<file path="src/rtl/sram_bist.sv">
// sram_bist: March C- built-in self-test controller for the generic `sram`.
// Drives the memory port one operation per cycle and checks every read
// against the expected data background after READ_LATENCY edges.
// Optional build macro: SRAM_BIST_STOP_ON_FAIL_EN (stop issuing on the first
// mismatch and go straight to DRAIN/DONE).
module sram_bist #(
  parameter int SIZE         = 16,
  parameter int DATA_WIDTH   = 4,
  parameter int READ_LATENCY = 1
) (
  input  logic                     clk,
  input  logic                     rst_n,
  input  logic                     start,
  output logic                     busy,
  output logic                     done,
  output logic                     fail,
  output logic [$clog2(SIZE)-1:0]  fail_addr,
  output logic [2:0]               fail_element,
  output logic                     mem_en,
  output logic                     mem_rw,
  output logic [$clog2(SIZE)-1:0]  mem_addr,
  output logic [DATA_WIDTH-1:0]    mem_in,
  input  logic [DATA_WIDTH-1:0]    mem_out
);

  localparam int AW = $clog2(SIZE);
  localparam logic [AW-1:0] LAST_ADDR  = AW'(SIZE - 1);
  localparam logic [1:0]    DRAIN_LAST = 2'(READ_LATENCY - 1);

  typedef enum logic [1:0] {IDLE, RUN, DRAIN, DONE} state_t;

  state_t state, state_d;

  logic [2:0]            elem, elem_d;
  logic [1:0]            drain_cnt, drain_d;
  logic                  busy_d, done_d, fail_d;
  logic [AW-1:0]         fail_addr_d;
  logic [2:0]            fail_element_d;
  logic                  mem_en_d, mem_rw_d;
  logic [AW-1:0]         mem_addr_d;
  logic [DATA_WIDTH-1:0] mem_in_d;

  logic [2:0]            nxt_elem;
  logic [AW-1:0]         nxt_addr;
  logic                  nxt_rw;
  logic                  last_op;
  logic                  at_end;
  logic                  mismatch;
  logic                  stop_now;

  // Read-tracking pipeline, one stage per edge of read latency
  logic                  pv    [READ_LATENCY];
  logic [DATA_WIDTH-1:0] pexp  [READ_LATENCY];
  logic [AW-1:0]         paddr [READ_LATENCY];
  logic [2:0]            pelem [READ_LATENCY];

  // Background left in memory after element e: M1/M3 write ones, others zeros
  function automatic logic [DATA_WIDTH-1:0] bg_after(input logic [2:0] e);
    if (e == 3'd1 || e == 3'd3) return '1;
    return '0;
  endfunction

  function automatic logic is_down(input logic [2:0] e);
    return (e == 3'd3) || (e == 3'd4);
  endfunction

  assign mismatch = pv[READ_LATENCY-1] && (mem_out != pexp[READ_LATENCY-1]);

`ifdef SRAM_BIST_STOP_ON_FAIL_EN
  assign stop_now = mismatch;
`else
  assign stop_now = 1'b0;
`endif

  // Next March operation following the one currently on the memory bus
  always_comb begin
    nxt_elem = elem;
    nxt_addr = mem_addr;
    nxt_rw   = 1'b1;
    last_op  = (elem == 3'd5) && (mem_addr == LAST_ADDR);
    at_end   = is_down(elem) ? (mem_addr == '0) : (mem_addr == LAST_ADDR);
    if (!mem_rw && elem != 3'd5) begin
      nxt_rw = 1'b1;
    end else begin
      if (at_end) begin
        nxt_elem = elem + 3'd1;
        nxt_addr = is_down(nxt_elem) ? LAST_ADDR : '0;
      end else begin
        nxt_addr = is_down(elem) ? (mem_addr - AW'(1)) : (mem_addr + AW'(1));
      end
      nxt_rw = (nxt_elem == 3'd0);
    end
  end

  // FSM next-state and next registered outputs
  always_comb begin
    state_d        = state;
    elem_d         = elem;
    drain_d        = drain_cnt;
    busy_d         = busy;
    done_d         = done;
    fail_d         = fail;
    fail_addr_d    = fail_addr;
    fail_element_d = fail_element;
    mem_en_d       = 1'b0;
    mem_rw_d       = 1'b0;
    mem_addr_d     = mem_addr;
    mem_in_d       = mem_in;

    if (mismatch && !fail) begin
      fail_d         = 1'b1;
      fail_addr_d    = paddr[READ_LATENCY-1];
      fail_element_d = pelem[READ_LATENCY-1];
    end

    case (state)
      IDLE, DONE: begin
        if (start) begin
          state_d        = RUN;
          busy_d         = 1'b1;
          done_d         = 1'b0;
          fail_d         = 1'b0;
          fail_addr_d    = '0;
          fail_element_d = '0;
          elem_d         = 3'd0;
          mem_en_d       = 1'b1;
          mem_rw_d       = 1'b1;
          mem_addr_d     = '0;
          mem_in_d       = '0;
        end
      end
      RUN: begin
        if (last_op || stop_now) begin
          state_d = DRAIN;
          drain_d = '0;
        end else begin
          mem_en_d   = 1'b1;
          mem_rw_d   = nxt_rw;
          mem_addr_d = nxt_addr;
          elem_d     = nxt_elem;
          if (nxt_rw) mem_in_d = bg_after(nxt_elem);
        end
      end
      DRAIN: begin
        if (drain_cnt == DRAIN_LAST) begin
          state_d = DONE;
          busy_d  = 1'b0;
          done_d  = 1'b1;
        end else begin
          drain_d = drain_cnt + 2'd1;
        end
      end
      default: state_d = IDLE;
    endcase
  end

  // State and registered output update
  always_ff @(posedge clk) begin
    if (!rst_n) begin
      state        <= IDLE;
      elem         <= '0;
      drain_cnt    <= '0;
      busy         <= 1'b0;
      done         <= 1'b0;
      fail         <= 1'b0;
      fail_addr    <= '0;
      fail_element <= '0;
      mem_en       <= 1'b0;
      mem_rw       <= 1'b0;
      mem_addr     <= '0;
      mem_in       <= '0;
    end else begin
      state        <= state_d;
      elem         <= elem_d;
      drain_cnt    <= drain_d;
      busy         <= busy_d;
      done         <= done_d;
      fail         <= fail_d;
      fail_addr    <= fail_addr_d;
      fail_element <= fail_element_d;
      mem_en       <= mem_en_d;
      mem_rw       <= mem_rw_d;
      mem_addr     <= mem_addr_d;
      mem_in       <= mem_in_d;
    end
  end

  // Track each issued read until its data appears on mem_out
  always_ff @(posedge clk) begin
    if (!rst_n) begin
      for (int unsigned i = 0; i < READ_LATENCY; i++) begin
        pv[i]    <= 1'b0;
        pexp[i]  <= '0;
        paddr[i] <= '0;
        pelem[i] <= '0;
      end
    end else begin
      pv[0]    <= mem_en && !mem_rw;
      pexp[0]  <= bg_after(elem - 3'd1);
      paddr[0] <= mem_addr;
      pelem[0] <= elem;
      for (int unsigned i = 1; i < READ_LATENCY; i++) begin
        pv[i]    <= pv[i-1];
        pexp[i]  <= pexp[i-1];
        paddr[i] <= paddr[i-1];
        pelem[i] <= pelem[i-1];
      end
    end
  end

endmodule

</file>
<file path="config.mk">
export PLATFORM = sky130hd
export DESIGN_NAME = sram_bist
export DESIGN_NICKNAME = d
export VERILOG_FILES = /design/src/rtl/sram_bist.sv
export SDC_FILE = /design/constraint.sdc
export NUM_CORES = 1
export LEC_CHECK = 0
export CAP_MARGIN = 10
export CORE_MARGIN = 2
export CORE_UTILIZATION = 53
export DETAILED_ROUTE_END_ITERATION = 12
export HOLD_SLACK_MARGIN = 0.15
export PLACE_DENSITY_LB_ADDON = 0.08
export SETUP_SLACK_MARGIN = 0.3
export SLEW_MARGIN = 20
export SYNTH_ARGS = -nofsm -noshare
export SYNTH_HDL_FRONTEND = slang
export SYNTH_SLANG_ARGS = --single-unit
</file>
<file path="constraint.sdc">
create_clock -name clk -period 3 [get_ports clk]
set_clock_uncertainty 0.15 [all_clocks]
set_input_delay 0.6 -clock clk [delete_from_list [all_inputs] [get_ports clk]]
set_output_delay 0.6 -clock clk [all_outputs]
set_load 0.02 [all_outputs]
</file>
# Yosys cells after proc, flatten, opt, wreduce, memory -nomap -nowiden
# Memories as Yosys holds them, arrays and structs flattened.
# Index checks and enable logic that the tools add are counted.
# word_totals
elab_cells,138
output_inout_bits,20
ff_bits,27
n_memories,4
mem_bits_rw,12
input_bits,7
# mem_list
memory,words,width,rd,rd_ports_with_merged_regs,write_ports,line_no,text
paddr,1,4,1,0,1,54,logic [AW-1:0] paddr [READ_LATENCY];
pexp,1,4,1,0,1,53,logic [DATA_WIDTH-1:0] pexp [READ_LATENCY];
pelem,1,3,1,0,1,55,logic [2:0] pelem [READ_LATENCY];
pv,1,1,1,0,1,52,logic pv [READ_LATENCY];
# classes
n_reduce_logical,29
n_eq_ne,22
add_sub_neg,5
n_mux,66
# op_table
operator,count
$mux W4,18
$mux W3,9
$mux W1,25
$pmux W4 S2,2
$ne A2 B2 Y1 const B,7
$eq A3 B2 Y1 const B,4
$reduce_and A3 Y1,4
$mux W2,5
$eq A3 B3 Y1 const B,3
$pmux W1 S2,4
$reduce_and A4 Y1,2
$reduce_or A4 Y1,2
$eq A3 B1 Y1 const B,2
$pmux W2 S3,1
$pmux W3 S2,1
$reduce_bool A2 Y1,3
$logic_and A1 B1 Y1,5
$add A4 B1 Y4 const B,1
$eq A2 B2 Y1 const B,2
$eq A4 B4 Y1 const B,1
$logic_not A2 Y1,2
$logic_not A4 Y1,1
$logic_or A1 B1 Y1,4
$ne A4 B4 Y1,1
12 further kinds,13

# Depth between registers and ports, before layout
# logic_depth
ltp_word,16
mapped_depth,10
ltp_nobuf,10

# Worst setup path before layout
# Ideal clock, no wire load.
# synth_path
kind,register to register
startpoint,register elem[0]
endpoint,register mem_addr[3]
path_slack_ns,0.534
setup_ns,0.117
t_arrival_ns,2.199
period_less_slack_ns,2.466
required_ns,2.733
path_stages_with_launch,11
n_path_buf,0
path_cell_list,dfxtp_1 > inv_1 > ha_1 > mux2i_4 > inv_1 > ha_1 > a21o_2 > a21oi_1 > xnor2_1 > o21ai_0 > a22o_1
# synth_via
elab_chain_len,8
word_cells_on_any_way,21
cone_classes,add/sub: 1; eq/ne: 8; mux: 7; reduce/logical: 5
# synth_rtl
item,line_no,text
from (decl),34,"logic [2:0] elem, elem_d;"
from (signal assigned),174,elem <= elem_d;
$add A3 B1 Y3,86,nxt_elem = elem + 3'd1;
$eq A3 B2 Y1 or $eq A3 B3 Y1 (tied branches),64,return (e == 3'd3) || (e == 3'd4);
$logic_or A1 B1 Y1,64,
$mux W4,87,nxt_addr = is_down(nxt_elem) ? LAST_ADDR : '0;
$mux W4,85,if (at_end) begin
$mux W4,82,if (!mem_rw && elem != 3'd5) begin
$mux W4,133,if (last_op || stop_now) begin
$pmux W4 S2,116,case (state)
to (signal assigned),183,mem_addr <= mem_addr_d;
to (decl),21,"output logic [$clog2(SIZE)-1:0] mem_addr,"
# Parallel ways exist; a longest one is shown, timed or not. The select of a mux whose other input is x is not followed.
# A chain may end at the register's enable or synchronous reset.

# Final worst setup path
# Ends and elaborated chain as after synthesis.

==> flow_metrics.py <==
metrics = {
    "run_status": {
        "status": "complete, no violations",
    },
    "place": {
        "hpwl_mm": 2.684,
        "port_buffers": 26,
        "pre_cts_slack_ns": 0.3557,
        "place_inst": 253,
        "gp_congestion": 0.8506,
    },
    "worst_setup_path": {
        "cp_top_family": "compound AO/OA/AOI/OAI gates",
        "crit_path_cell_trace": "inv_1 -> ha_1 -> mux2i_4 -> inv_1 -> ha_1 -> a21o_2 -> a21oi_1 -> xnor2_1 -> o21ai_0 -> a22o_1",
        "slowest_delay_ns": 0.40,
        "crit_buf_inv": 2,
        "critPathLaunchType": "register",
        "criticalPathCategory": "reg2reg",
        "path_max_fanout": 8,
        "cp_slowest_cell": "dfxtp_2",
        "required_ns": 3.07,
        "cp_data_arrival_time_ns": 2.54,
        "endpoint_kind": "register",
    },
    "synth": {
        "synthTopCellsByArea": "dfxtp_1, ha_1, mux2i_1",
        "synth_edf_count": 0,
        "synth-async-reset-ratio_pct": 0,
        "yosysTopAreaCell": "dfxtp_1",
        "yosysSeqAreaShare_pct": 37.39,
        "yosys_warnings": 0,
        "syn_area_per_cell_um2": 9.348,
        "syn-num-nets": 209,
        "synth-seq-cells": 33,
        "yosysTopAreaCellShare_pct": 37.39,
        "synth_cell_types": 52,
        "synth_cells": 189,
        "syn_area_mm2": 0.001767,
        "synth_ff_type": "dfxtp_1",
    },
    "power": {
        "p_int_mw": 0.7615,
        "p_sw_mw": 0.4191,
        "ir_drop_uv": 472.9,
        "power_frac_seq_pct": 42.8,
        "pwr-share-comb_pct": 36.6,
        "powerDensity_mw_per_mm2": 555.0,
        "switching_share_pct": 35.50,
        "clock_power_share_pct": 20.5,
        "p_leak_nw": 0.8507,
    },
    "floorplan": {
        "io_pins": 27,
        "dieHeight_um": 61.74,
        "core.rowCount": 20,
        "initial_utilization_pct": 56.94,
        "die_w_um": 61.74,
        "dieArea_mm2": 0.003811,
        "core_mm2": 0.003103,
    },
    "job": {
        "maxCapViolCount": 0,
    },
    "clock_tree": {
        "tritoncts": "done",
        "h-tree-depth": 2,
        "insertion_delay_ns": 0.33,
        "cts_buffer_depth": 2,
        "cts_inserted_buffers": 5,
        "clock-sinks": 33,
        "root_buffer": "clkbuf_4",
        "clk_pin_slew_ns": 0.10,
    },
    "route": {
        "vias_per_cell": 5.454,
        "vias": 1429,
        "drt-initial-drc-count": 41,
        "dr.pass1.iters": 4,
        "drtAntennaViolNets": 0,
        "met1_length_mm": 1.581,
        "wl_met3_um": 169,
        "wl_per_cell_um": 13.40,
        "drc": 0,
        "wl_met2_mm": 1.731,
        "maxUsedRoutingLayer": "met4",
        "finalWirelength_mm": 3.512,
    },
    "sta": {
        "hold_violations": 0,
        "finalCritPeriodShare_pct": 82.26,
        "min_period_ns": 2.468,
        "rsz0062_at_grt": "false",
        "max_slew_margin_pct": 60.57,
        "worst_pin_slew_ns": 0.5914,
        "final.setup.tns_ns": 0,
        "setup_ws_ns": 0.5323,
        "maxSlewViolCount": 0,
        "setup_viol": 0,
        "max_freq_mhz": 405.2,
    },
    "global_route": {
        "grt_overflow": 0,
        "grt_max_degree": 15,
        "grt_pass1_vias": 1302,
        "grtUsageTotal_pct": 20.70,
        "grt_pass1_wl_mm": 5.761,
        "antenna_found_initial": 0,
    },
    "layout": {
        "n_antenna_cell": 0,
        "nets": 238,
        "drive_above_1_share_pct": 13.30,
        "final_cells": 262,
        "fillers": 269,
        "syn_to_final_growth_pct": 20.40,
    },
    "worst_hold_path": {
        "holdCritPathClass": "reg2reg",
    },
}
## stage by stage
step,util [%],hold WS [ns],cell area [um^2],power (mW)
global placement,66.21,0.2886,2054,0.9347
floorplan,-,0.2903,1767,0.8202
detailed placement,66.21,0.3055,2054,0.9464
finish,68.55,0.3261,2127,1.181
CTS,67.98,0.3252,2110,1.193
global route,68.55,0.3551,2127,1.270
## final cells by class
type                    count  area, um^2  share of cell area [%]
well taps                  44       55.05                   2.588
multi-input cells         136        1018                   47.88
flip-flops and latches     33       663.1                   31.18
clock buffers               7       55.05                   2.588
repair buffers             30       290.3                   13.65
inverters                  12       45.04                   2.118
## repair_timing
action / in CTS / in global routing
endpoints found under the setup margin: 0 / 1
gates resized for setup: 0 / 2
setup buffers: 0 / 2
endpoints found under the hold margin: 0 / 0
hold buffers: 0 / 0
## synth_stat cells, drive strengths merged, types with 2 or more instances
| master | count |
|---|---|
| a22o | 4 |
| a21oi | 11 |
| nor2 | 21 |
| dfxtp | 33 |
| nor3 | 5 |
| a32o | 2 |
| a21boi | 3 |
| nand2b | 2 |
| buf | 4 |
| a21o | 4 |
| mux2i | 12 |
| o21ai | 8 |
| a211oi | 2 |
| nand2 | 16 |
| or4 | 2 |
| clkbuf | 4 |
| inv | 12 |
| xor2 | 3 |
| nand3 | 2 |
| and2 | 5 |
| ha | 12 |
| o31ai | 2 |
| and3 | 2 |
## metal layers
layer  global-route usage [%]  up-vias
met5                        0        -
met4                    5.471        0
met3                    5.590        4
met2                    36.54       32
met1                    24.87      669
li1                         -      724
## worst paths after layout
path | start | slack [ns] | cells past startpoint | endpoint
max | elem[0] | 0.53 | 10 | mem_addr[3]
max reg2reg | elem[0] | 0.53 | 10 | mem_addr[3]
min reg2reg | mem_en | 0.33 | 2 | pv[0]
min | mem_en | 0.33 | 2 | pv[0]
## power by group through the flow
stage	clock network, mW	registers (mW)	logic (mW)
2_1_floorplan	0	0.540	0.281
3_3_place_gp	0	0.514	0.421
3_5_place_dp	0	0.516	0.430
4_1_cts	0.252	0.506	0.434
5_1_grt	0.277	0.512	0.482
6_report	0.242	0.506	0.432
## worst min-delay path, cell delays in order (launching register included)
cell,delay [ns]
dfxtp_1,0.32
nand2_1,0.06
nor2_1,0.05
## logic make-up after synthesis
| group | share of synthesized area (%) |
|---|---|
| compound gates | 19.76 |
| xor+xnor | 1.983 |
| fa+ha+maj | 9.632 |
| buf+inv | 4.957 |
| flops | 37.39 |
| mux | 9.277 |
| simple gates | 17.00 |
## cell usage in the layout, fill, tap and decap left out, drive strengths merged, types with 2 or more instances in the layout
master and n:
clkdlybuf4s50 26, and3 2, or4 2, dfxtp 33, nor2 21, a32o 2
and2 5, o31ai 2, nand2b 2, ha 12, a211oi 2, nand2 16
a21o 4, mux2i 12, a21oi 11, a21boi 3, clkbuf 7, inv 12
xor2 3, buf 4, nor3 5, o21ai 8, nand3 2, a22o 4
## sequential cells by signal, indices dropped and copies added (netlist names)
signal	flops
fail_element	3
pexp	1
mem_rw	1
state	2
elem	3
busy	1
mem_in	1
drain_cnt	2
pelem	3
paddr	4
fail_addr	4
fail	1
mem_en	1
done	1
pv	1
mem_addr	4
Note: power is estimated with default switching activity, not from simulation.
==> patch, RTL diff (config.mk and constraints unchanged) <==
Add a define of `SRAM_BIST_STOP_ON_FAIL_EN`.
--- a/src/rtl/sram_bist.sv
+++ b/src/rtl/sram_bist.sv
@@ -5,2 +5,4 @@
 // mismatch and go straight to DRAIN/DONE).
+`define SRAM_BIST_STOP_ON_FAIL_EN
+
 module sram_bist #(
Behaviour: no difference found for any inputs over 10 cycles, from zero or initial values and one cycle with rst_n low; that may be too few to reach the edited logic, so the function may still have changed.
==> patch against the original RTL <==
  * Sequential cell count unchanged
  * First-iteration DRC count up 54%
  * Routed wire length up 2.0%
  * Cell area down 2.9%
  * Synthesized cell count down 4.2%
  * Worst hold slack worse by 13 ps
  * Non-clock buffer count down 3
  * Total power up 11%
  * Synthesized area down 3.7%
  * Setup slack worse by 55 ps
  * Combinational power up 15%
  * Sequential share of layout area up 0.86 points
==> patch: results (changes against the original RTL) <==
[critical_path]
crit_arrival_ps = 2610  ; was 2540 ps
rr_worst_depth = 10  ; unchanged
timing.rr.start = elem[1]  ; was elem[0]
regToRegEndpoint = mem_addr[3]  ; unchanged
setup.reg_to_reg.worst_slack_ps = 480  ; was 530 ps
slowest_delay_ps = 460  ; was 400 ps
cp_top_family = adder cells  ; was compound AO/OA/AOI/OAI gates
timing.critical_path.slowest_stage_cell = dfxtp_1  ; was dfxtp_2
critical_path.max_fanout = 6  ; was 8

[global_routing]
track_usage = 0.215  ; was 0.207
grt_antenna_before_repair = 0  ; unchanged
grt_max_degree = 15  ; unchanged
grt_first_pass_wirelength_um = 5820  ; was 5760 um
vias_in_the_first_global_route = 1303  ; was 1302

[sta]
final-max-slew-violation-count = 0  ; unchanged
holdWs_ps = 313  ; was 326 ps
tightest_slew_ps = 460  ; was 591 ps

[place]
place.detailed.instances = 246  ; was 253
hpwl_um = 2590  ; was 2680 um
numPortBuffers = 26  ; unchanged
routabilityCongestion = 0.908  ; was 0.851

[synth]
biggest_area_contributors_in_the_synthesized_netlist = dfxtp_1, ha_1, nor2_1  ; was dfxtp_1, ha_1, mux2i_1
synthTopCellsByCount = dfxtp_1, nor2_1, a21oi_1, inv_1, nand2_1  ; was dfxtp_1, nor2_1, nand2_1
post_synth_num_cell_types = 50  ; was 52
seq_area_frac_synth = 0.388  ; was 0.374
syn-mean-instance-area_um2 = 9.40  ; was 9.35 um2
proportion_of_synthesized_flip_flops_having_asynchronous_set_or_reset = 0  ; unchanged
yosys_warnings = 0  ; unchanged
synthesis.nets = 201  ; was 209

[drt]
drt_pass1_iterations = 4  ; unchanged
avgViaCountPerCell = 5.52  ; was 5.45
drt-initial-drc-count = 63  ; was 41
drt_wl_total_um = 3580  ; was 3510 um
wl_per_cell_um = 14.0  ; was 13.4 um

[power_and_ir_drop]
static-leakage-power_nw = 0.775  ; was 0.851 nW
power.ir.vdd_worst_v = 0.000556  ; was 0.000473 V
power_report.internal_total_uw = 827  ; was 762 uW

[outcome]
status = finished, final reports clean  ; unchanged

[finish]
share_of_layout_cells_above_drive_strength_1 = 0.114  ; was 0.133
antenna-diode-count = 0  ; unchanged
layout_top_registers = fail_addr (4), mem_addr (4), paddr (4)  ; unchanged
fillerInstances = 258  ; was 269
fin_nets = 230  ; was 238

[clock_network]
cts_max_path_buffers = 2  ; unchanged
cts_root_buf = clkbuf_4  ; unchanged
cts-buffers-inserted = 5  ; unchanged
htree_levels = 2  ; unchanged
worstSkewPairLatency_ps = 340
path_clk_slew_ps = 110

[min_path]
hold_path_depth = 2  ; unchanged
whs_endpoint = pv[0]  ; unchanged
min-delay-start = mem_en  ; unchanged
holdCritPathClass = reg2reg  ; unchanged

[patch: changes by cell type after synthesis, sizes merged, moves of 2 or more]
| cell | change |
|---|---|
| a21o | -3 |
| inv | +2 |
| clkbuf | -3 |
| mux2 | +4 |
| and2 | -2 |
| a22o | -4 |
| nor3 | -2 |
| a21oi | +4 |
| nor2 | +3 |
| o21ai | -4 |
| or4 | -2 |
| nand2 | -3 |
| mux2i | -2 |
[patch: worst max-delay path by stage]
stage / startpoint / endpoint / slack (ps) / depth (start not counted)
finish: elem[1] / mem_addr[3] / 480 / 10
global route: elem[1] / mem_addr[3] / 330 / 10
CTS: elem[0] / mem_addr[3] / 340 / 10
detailed placement: start / mem_addr[2] / 350 / 6
global placement: start / mem_addr[1] / 370 / 6
floorplan: elem[0] / mem_addr[3] / 580 / 10
[patch: what timing repair did]
action | 4_1_cts | 5_1_grt
resized for setup | 0 | 1
buffers inserted | 0 | 1
setup endpoints to repair | 0 | 1
[patch: power by group through the flow]
stage / Combinational, mW / Sequential [mW] / Clock, mW
final: 0.497 / 0.524 / 0.289
after global placement: 0.483 / 0.529 / 0
after floorplan: 0.321 / 0.560 / 0
after detailed placement: 0.490 / 0.533 / 0
after CTS: 0.495 / 0.524 / 0.296
after global routing: 0.550 / 0.532 / 0.319
[patch: cell families after synthesis]
group                      Yosys count  share of synthesized area
xor gates and xnor gates             3                     0.0154
buffers and inverters               19                     0.0485
and+or+nand+nor                     57                      0.165
AOI/OAI and AO/OA                   40                      0.168
DFF                                 33                      0.388
muxes                               15                      0.109
adders and majority gates           14                      0.106
[patch: metrics by stage]
step	area, um2	worst slack, ps	utilization
global route	2070	333	0.677
finish	2070	477	0.677
detailed placement	1990	348	0.651
floorplan	1700	580	-
CTS	2060	344	0.674
global placement	1990	367	0.651
[patch: cell type report]
class / count / area share
Clock buffer: 7 / 0.0315
Clock inverter: 1 / 0.00242
Inverter: 14 / 0.0254
Multi-Input combinational cell: 129 / 0.464
Sequential cell: 33 / 0.320
Tap cell: 44 / 0.0267
Timing Repair Buffer: 27 / 0.130
[patch: per-layer routing]
metal	track usage	wire length [um]
met1	0.267	1670
met5	0	0
met2	0.352	1710
met4	0.0776	47
met3	0.0682	152
[patch: worst min-delay path, delay by kind of cell, from the launching register on]
kind             cells  cell delay, ps
and+or+nand+nor      2             100
DFF                  1             330
